**config.mk**
```make
export PLATFORM = sky130hd
export DESIGN_NAME = video_sync_gen
export DESIGN_NICKNAME = d
export VERILOG_FILES = /design/src/rtl/video_sync_gen.sv
export SDC_FILE = /design/constraint.sdc
export NUM_CORES = 1
export LEC_CHECK = 0
export ABC_AREA = 1
export CAP_MARGIN = 10
export CORE_MARGIN = 5
export CORE_UTILIZATION = 45
export CTS_CLUSTER_DIAMETER = 200
export DETAILED_ROUTE_END_ITERATION = 6
export PLACE_DENSITY = 0.69
export SLEW_MARGIN = 10
export SYNTH_ARGS = -nofsm -noshare
export SYNTH_HDL_FRONTEND = slang
export SYNTH_SLANG_ARGS = --single-unit
```
**constraint.sdc**
```tcl
create_clock -name clk -period 2.3 [get_ports clk]
set_input_delay 0.345 -clock clk [delete_from_list [all_inputs] [get_ports clk]]
set_output_delay 0.345 -clock clk [all_outputs]
set_load 0.02 [all_outputs]
```
**src/rtl/video_sync_gen.sv**
```systemverilog
// Raster timing generator: pixel/line counters with registered sync, blanking
// and line/frame start strobes, all aligned to the counts they accompany.
module video_sync_gen #(
  parameter int HSIZE     = 11,
  parameter int VSIZE     = 11,
  parameter int HDISPLAY  = 640,
  parameter int HFP       = 16,
  parameter int HSP       = 96,
  parameter int HBP       = 48,
  parameter int VDISPLAY  = 480,
  parameter int VFP       = 10,
  parameter int VSP       = 2,
  parameter int VBP       = 33,
  parameter int HSYNC_POL = 0,
  parameter int VSYNC_POL = 0
) (
  input  logic             clk,
  input  logic             rst_n,
  input  logic             pix_en,
  output logic [HSIZE-1:0] hc,
  output logic [VSIZE-1:0] vc,
  output logic             hsync,
  output logic             vsync,
  output logic             video_on,
  output logic             line_start,
  output logic             frame_start
);

  localparam int HTOTAL = HDISPLAY + HFP + HSP + HBP;
  localparam int VTOTAL = VDISPLAY + VFP + VSP + VBP;

  localparam logic [HSIZE-1:0] H_LAST = HSIZE'(HTOTAL - 1);
  localparam logic [HSIZE-1:0] H_DISP = HSIZE'(HDISPLAY);
  localparam logic [HSIZE-1:0] H_SS   = HSIZE'(HDISPLAY + HFP);
  localparam logic [HSIZE-1:0] H_SE   = HSIZE'(HDISPLAY + HFP + HSP - 1);
  localparam logic [VSIZE-1:0] V_LAST = VSIZE'(VTOTAL - 1);
  localparam logic [VSIZE-1:0] V_DISP = VSIZE'(VDISPLAY);
  localparam logic [VSIZE-1:0] V_SS   = VSIZE'(VDISPLAY + VFP);
  localparam logic [VSIZE-1:0] V_SE   = VSIZE'(VDISPLAY + VFP + VSP - 1);

  localparam logic HS_ON = (HSYNC_POL != 0);
  localparam logic VS_ON = (VSYNC_POL != 0);

  if (((HTOTAL - 1) >> HSIZE) != 0) begin : g_bad_hsize
    $error("video_sync_gen: HTOTAL-1 does not fit in HSIZE bits");
  end
  if (((VTOTAL - 1) >> VSIZE) != 0) begin : g_bad_vsize
    $error("video_sync_gen: VTOTAL-1 does not fit in VSIZE bits");
  end
  if (HFP <= 0 || HSP <= 0 || HBP <= 0 || VFP <= 0 || VSP <= 0 || VBP <= 0) begin : g_bad_len
    $error("video_sync_gen: porch and sync lengths must be non-zero");
  end

  logic             h_wrap;
  logic             v_wrap;
  logic [HSIZE-1:0] hc_nxt;
  logic [VSIZE-1:0] vc_nxt;

  always_comb begin
    h_wrap = (hc == H_LAST);
    v_wrap = (vc == V_LAST);
    hc_nxt = hc;
    vc_nxt = vc;
    if (pix_en) begin
      hc_nxt = h_wrap ? '0 : hc + 1'b1;
      if (h_wrap) begin
        vc_nxt = v_wrap ? '0 : vc + 1'b1;
      end
    end
  end

  // Decoding the next counts keeps the registered flags in step with hc/vc.
  always_ff @(posedge clk or negedge rst_n) begin
    if (!rst_n) begin
      hc          <= H_LAST;
      vc          <= V_LAST;
      video_on    <= 1'b0;
      hsync       <= ~HS_ON;
      vsync       <= ~VS_ON;
      line_start  <= 1'b0;
      frame_start <= 1'b0;
    end else begin
      hc          <= hc_nxt;
      vc          <= vc_nxt;
      video_on    <= (hc_nxt < H_DISP) && (vc_nxt < V_DISP);
      hsync       <= ((hc_nxt >= H_SS) && (hc_nxt <= H_SE)) ? HS_ON : ~HS_ON;
      vsync       <= ((vc_nxt >= V_SS) && (vc_nxt <= V_SE)) ? VS_ON : ~VS_ON;
      line_start  <= pix_en && h_wrap;
      frame_start <= pix_en && h_wrap && v_wrap;
    end
  end

endmodule

```
==> metrics.md <==
| Metric | Value |
|---|---|
| Skew final | 0.00206 ns |
| TritonCTS clock tree | done |
| Count of antenna-violating nets left after detailed routing | 0 |
| Antenna violations before repair | 0 |
| Horiz. Die Dim | ~73 µm |
| Starting DRT DRC Count | between 60 and 70 |
| Clock network latency to the later pin of the worst-skew pair | 0.27 ns |
| Residual DRC | 0 |
| Total via count in the routed design | between 1.5k and 2k |
| Clock-pin transition on the worst setup and hold timing paths | 0.09 ns |
| Final core occ | 0.578 |
| Worst hold path class | primary input to asynchronous set/reset pin |
| Slew Limit Headroom | 0.778 |
| CTS root buf | clkbuf_8 |
| Area of the placeable core | 3740 µm² |
| Leak Pwr | 1.08 nW |
| Unrepaired setup endpoints after global routing | no |
| Vias in the first global route | 1395 |
| Pint | 0.912 mW |
| Post-DP HPWL | between 2000 and 3000 µm |
| Cell variety after synth | 24 |
| Max Clk Rate | about 0.52 GHz |
| Total count of hold-check failures in the final report | 0 |
| Worst Path Class, Setup | flop to flop |
| Setup_tns | 0 ns |
| Total power per unit cell area | 694 nW/µm² |
| Final layout net count | 282 |
| Core Rows | 22 |
| Post-cts repair resize count | 0 |
| Iteration count of the initial detailed-routing pass | 4 |
| Yosys warning total | 0 |
| Fin crit period | 1.92 ns |
| Overflow left after global routing | 0 |
| Required @ worst endpoint | 2.50 ns |
| Post-synthesis register bit count | 27 |
| Clock network power share | 0.178 |
| CTS Buffer Depth | 2 |
| Number of primary I/O pins | 30 |
| CTS Hold Buffers Added | 0 |
| WHS | 0.430 ns |
| Switching component of the power | 0.590 mW |
| Worst slew pin tran | 0.331 ns |
| I/O Buffers | 29 |
| Synth Cell Area | ~1800 µm² |
| Arrival time at the worst endpoint | about 2.1 ns |
| Maximum ir drop on the vdd rail | 400 µV |
| Per-cell via count in the routed design | between 4 and 5 |
| Worst-path fanout max | 4 |
| Pin count of the biggest net entering global routing | 28 |
| Cells after synthesis | 243 |
| Net count after synthesis | 249 |
| Syn avg cell area | 7.29 µm² |
| Kind of start point of the critical path | flop |
| Die area | 5290 µm² |
| Switching power share of the total | 0.393 |
| Type of destination of the critical path | flop |
| Routed wire length per instance | 11.7 µm |
| Number of violations of the max-capacitance limit | 0 |
| Final Max Slew Viols | 0 |
| Routed WL | 3790 µm |
| Period Utilization, post-route | 0.833 |
| Number of clock sinks | 27 |
| CTS H-tree lvls | 1 |
| Count of inserted antenna diode cells | 0 |
| Die outline height | 72.7 µm |
| Number of buffers created by CTS | 3 |
| Portion of total power attributed to combinational logic | 0.367 |
| Layout overhead on the synthesized area | 22.3% |
| Sequential power share | 0.455 |
| Initial core utilization | 0.473 |
| Sequential element share of the synthesized area | 0.390 |
| Layout cells sized above 1 | 0.175 |
| First-pass GRT wire length | 6560 µm |
| Setup violation total in the final timing report | 0 |
| Buffer count from post-CTS setup fixing | 0 |
| Placer's final routability congestion estimate | 0.885 |
| Tot GR Track Use | 0.156 |
| Status | finished clean |
[placed cells by master (no fill, tap or decap), types with 3 or more instances in the layout]
cell / n
nand2_1: 60
inv_1: 46
clkdlybuf4s50_1: 29
nand3_1: 24
nor2_1: 24
dfrtp_1: 15
nand4_1: 13
dfstp_2: 12
nor2_2: 8
nor2_4: 6
inv_2: 5
xor2_1: 5
nand2_2: 4
o21ai_0: 3
ha_1: 3
clkbuf_8: 3
[power groups by stage]
stage | Combinational (mW) | Clock (mW) | Sequential, mW
after CTS | 0.558 | 0.280 | 0.682
after detailed placement | 0.558 | 0 | 0.688
after floorplan | 0.291 | 0 | 0.747
after global placement | 0.555 | 0 | 0.691
after global routing | 0.602 | 0.300 | 0.699
final | 0.551 | 0.267 | 0.684
[layer usage]
metal	wire length, µm	share of wire	vias to the layer above	GRT usage
met5	0	0	-	0
met4	31	0.0082	0	0.0287
met3	215	0.057	4	0.0372
met2	1660	0.44	36	0.235
met1	1880	0.50	695	0.227
li1	-	-	809	-
[cell type report]
class                           instances  area (µm²)
Clock buffer                            3        41.3
Clock inverter                          1        5.00
Fill cell                             366        1580
Inverter                               53         199
Multi-Input combinational cell        160         863
Sequential cell                        27         691
Tap cell                               48        60.1
Timing Repair Buffer                   31         305
[Yosys cell counts]
| cell | n | area, µm² |
|---|---|---|
| nor2_2 | 8 | 50.1 |
| nor3_1 | 2 | 10.0 |
| o21ai_0 | 3 | 15.0 |
| inv_1 | 46 | 173 |
| nand2_4 | 1 | 11.3 |
| nor2_1 | 24 | 90.1 |
| dfstp_2 | 12 | 315 |
| nand3_4 | 2 | 35.0 |
| clkinv_1 | 2 | 7.51 |
| nor3_2 | 1 | 10.0 |
| dfrtp_1 | 15 | 375 |
| nor3_4 | 1 | 16.3 |
| nand2_2 | 4 | 25.0 |
| buf_4 | 1 | 7.51 |
| nand2_1 | 60 | 225 |
| nand4_1 | 13 | 81.3 |
| nand3_2 | 2 | 20.0 |
| nor2_4 | 6 | 67.6 |
| ha_1 | 3 | 37.5 |
| nand3_1 | 24 | 120 |
| xor2_1 | 5 | 43.8 |
| buf_2 | 2 | 10.0 |
| inv_2 | 5 | 18.8 |
| a21oi_1 | 1 | 5.00 |
[metrics by stage]
stage               instance area, µm²  total power, mW  instances  setup WS (ns)
floorplan                         1770             1.04        243          0.563
global placement                  2120             1.25        319          0.287
detailed placement                2120             1.25        319          0.268
CTS                               2160             1.52        323          0.379
global route                      2160             1.60        323          0.220
finish                            2160             1.50        323          0.385
[state kept, by name, summed over array words and instances, names as in the netlist]
register     cells
line_start       1
hc              11
frame_start      1
vc              11
vsync            1
hsync            1
video_on         1
[critical path: stages, from the launching register on]
cell	delay [ns]
dfstp_2	0.57
ha_1	0.21
nand3_2	0.14
nor3_2	0.20
nand3_1	0.13
xor2_1	0.26
nand2_1	0.08
nor2_1	0.16
nand3_1	0.09
[path summary, 6_finish.rpt]
kind / cells after the start / slack (ns) / startpoint / to
max: 8 / 0.38 / hc[0] / hsync
min: 2 / 0.43 / rst_n / hc[6]
max reg2reg: 8 / 0.38 / hc[0] / hsync
min reg2reg: 2 / 0.50 / hc[1] / hc[1]
max in group asynchronous: 2 / 1.57 / rst_n / vsync
min in group clk: 2 / 0.50 / hc[1] / hc[1]
[cell families (layout without fill, tap and decap cells)]
family,Yosys count,count (layout),synth area share
adder cells (fa/ha/maj),3,3,0.0212
XOR/XNOR,5,5,0.0247
buffers and inverters,56,88,0.122
flip-flops,27,27,0.390
AO/OA/AOI/OAI,4,4,0.0113
AND/OR/NAND/NOR,148,148,0.430
Power figures use the tool's default switching activity.
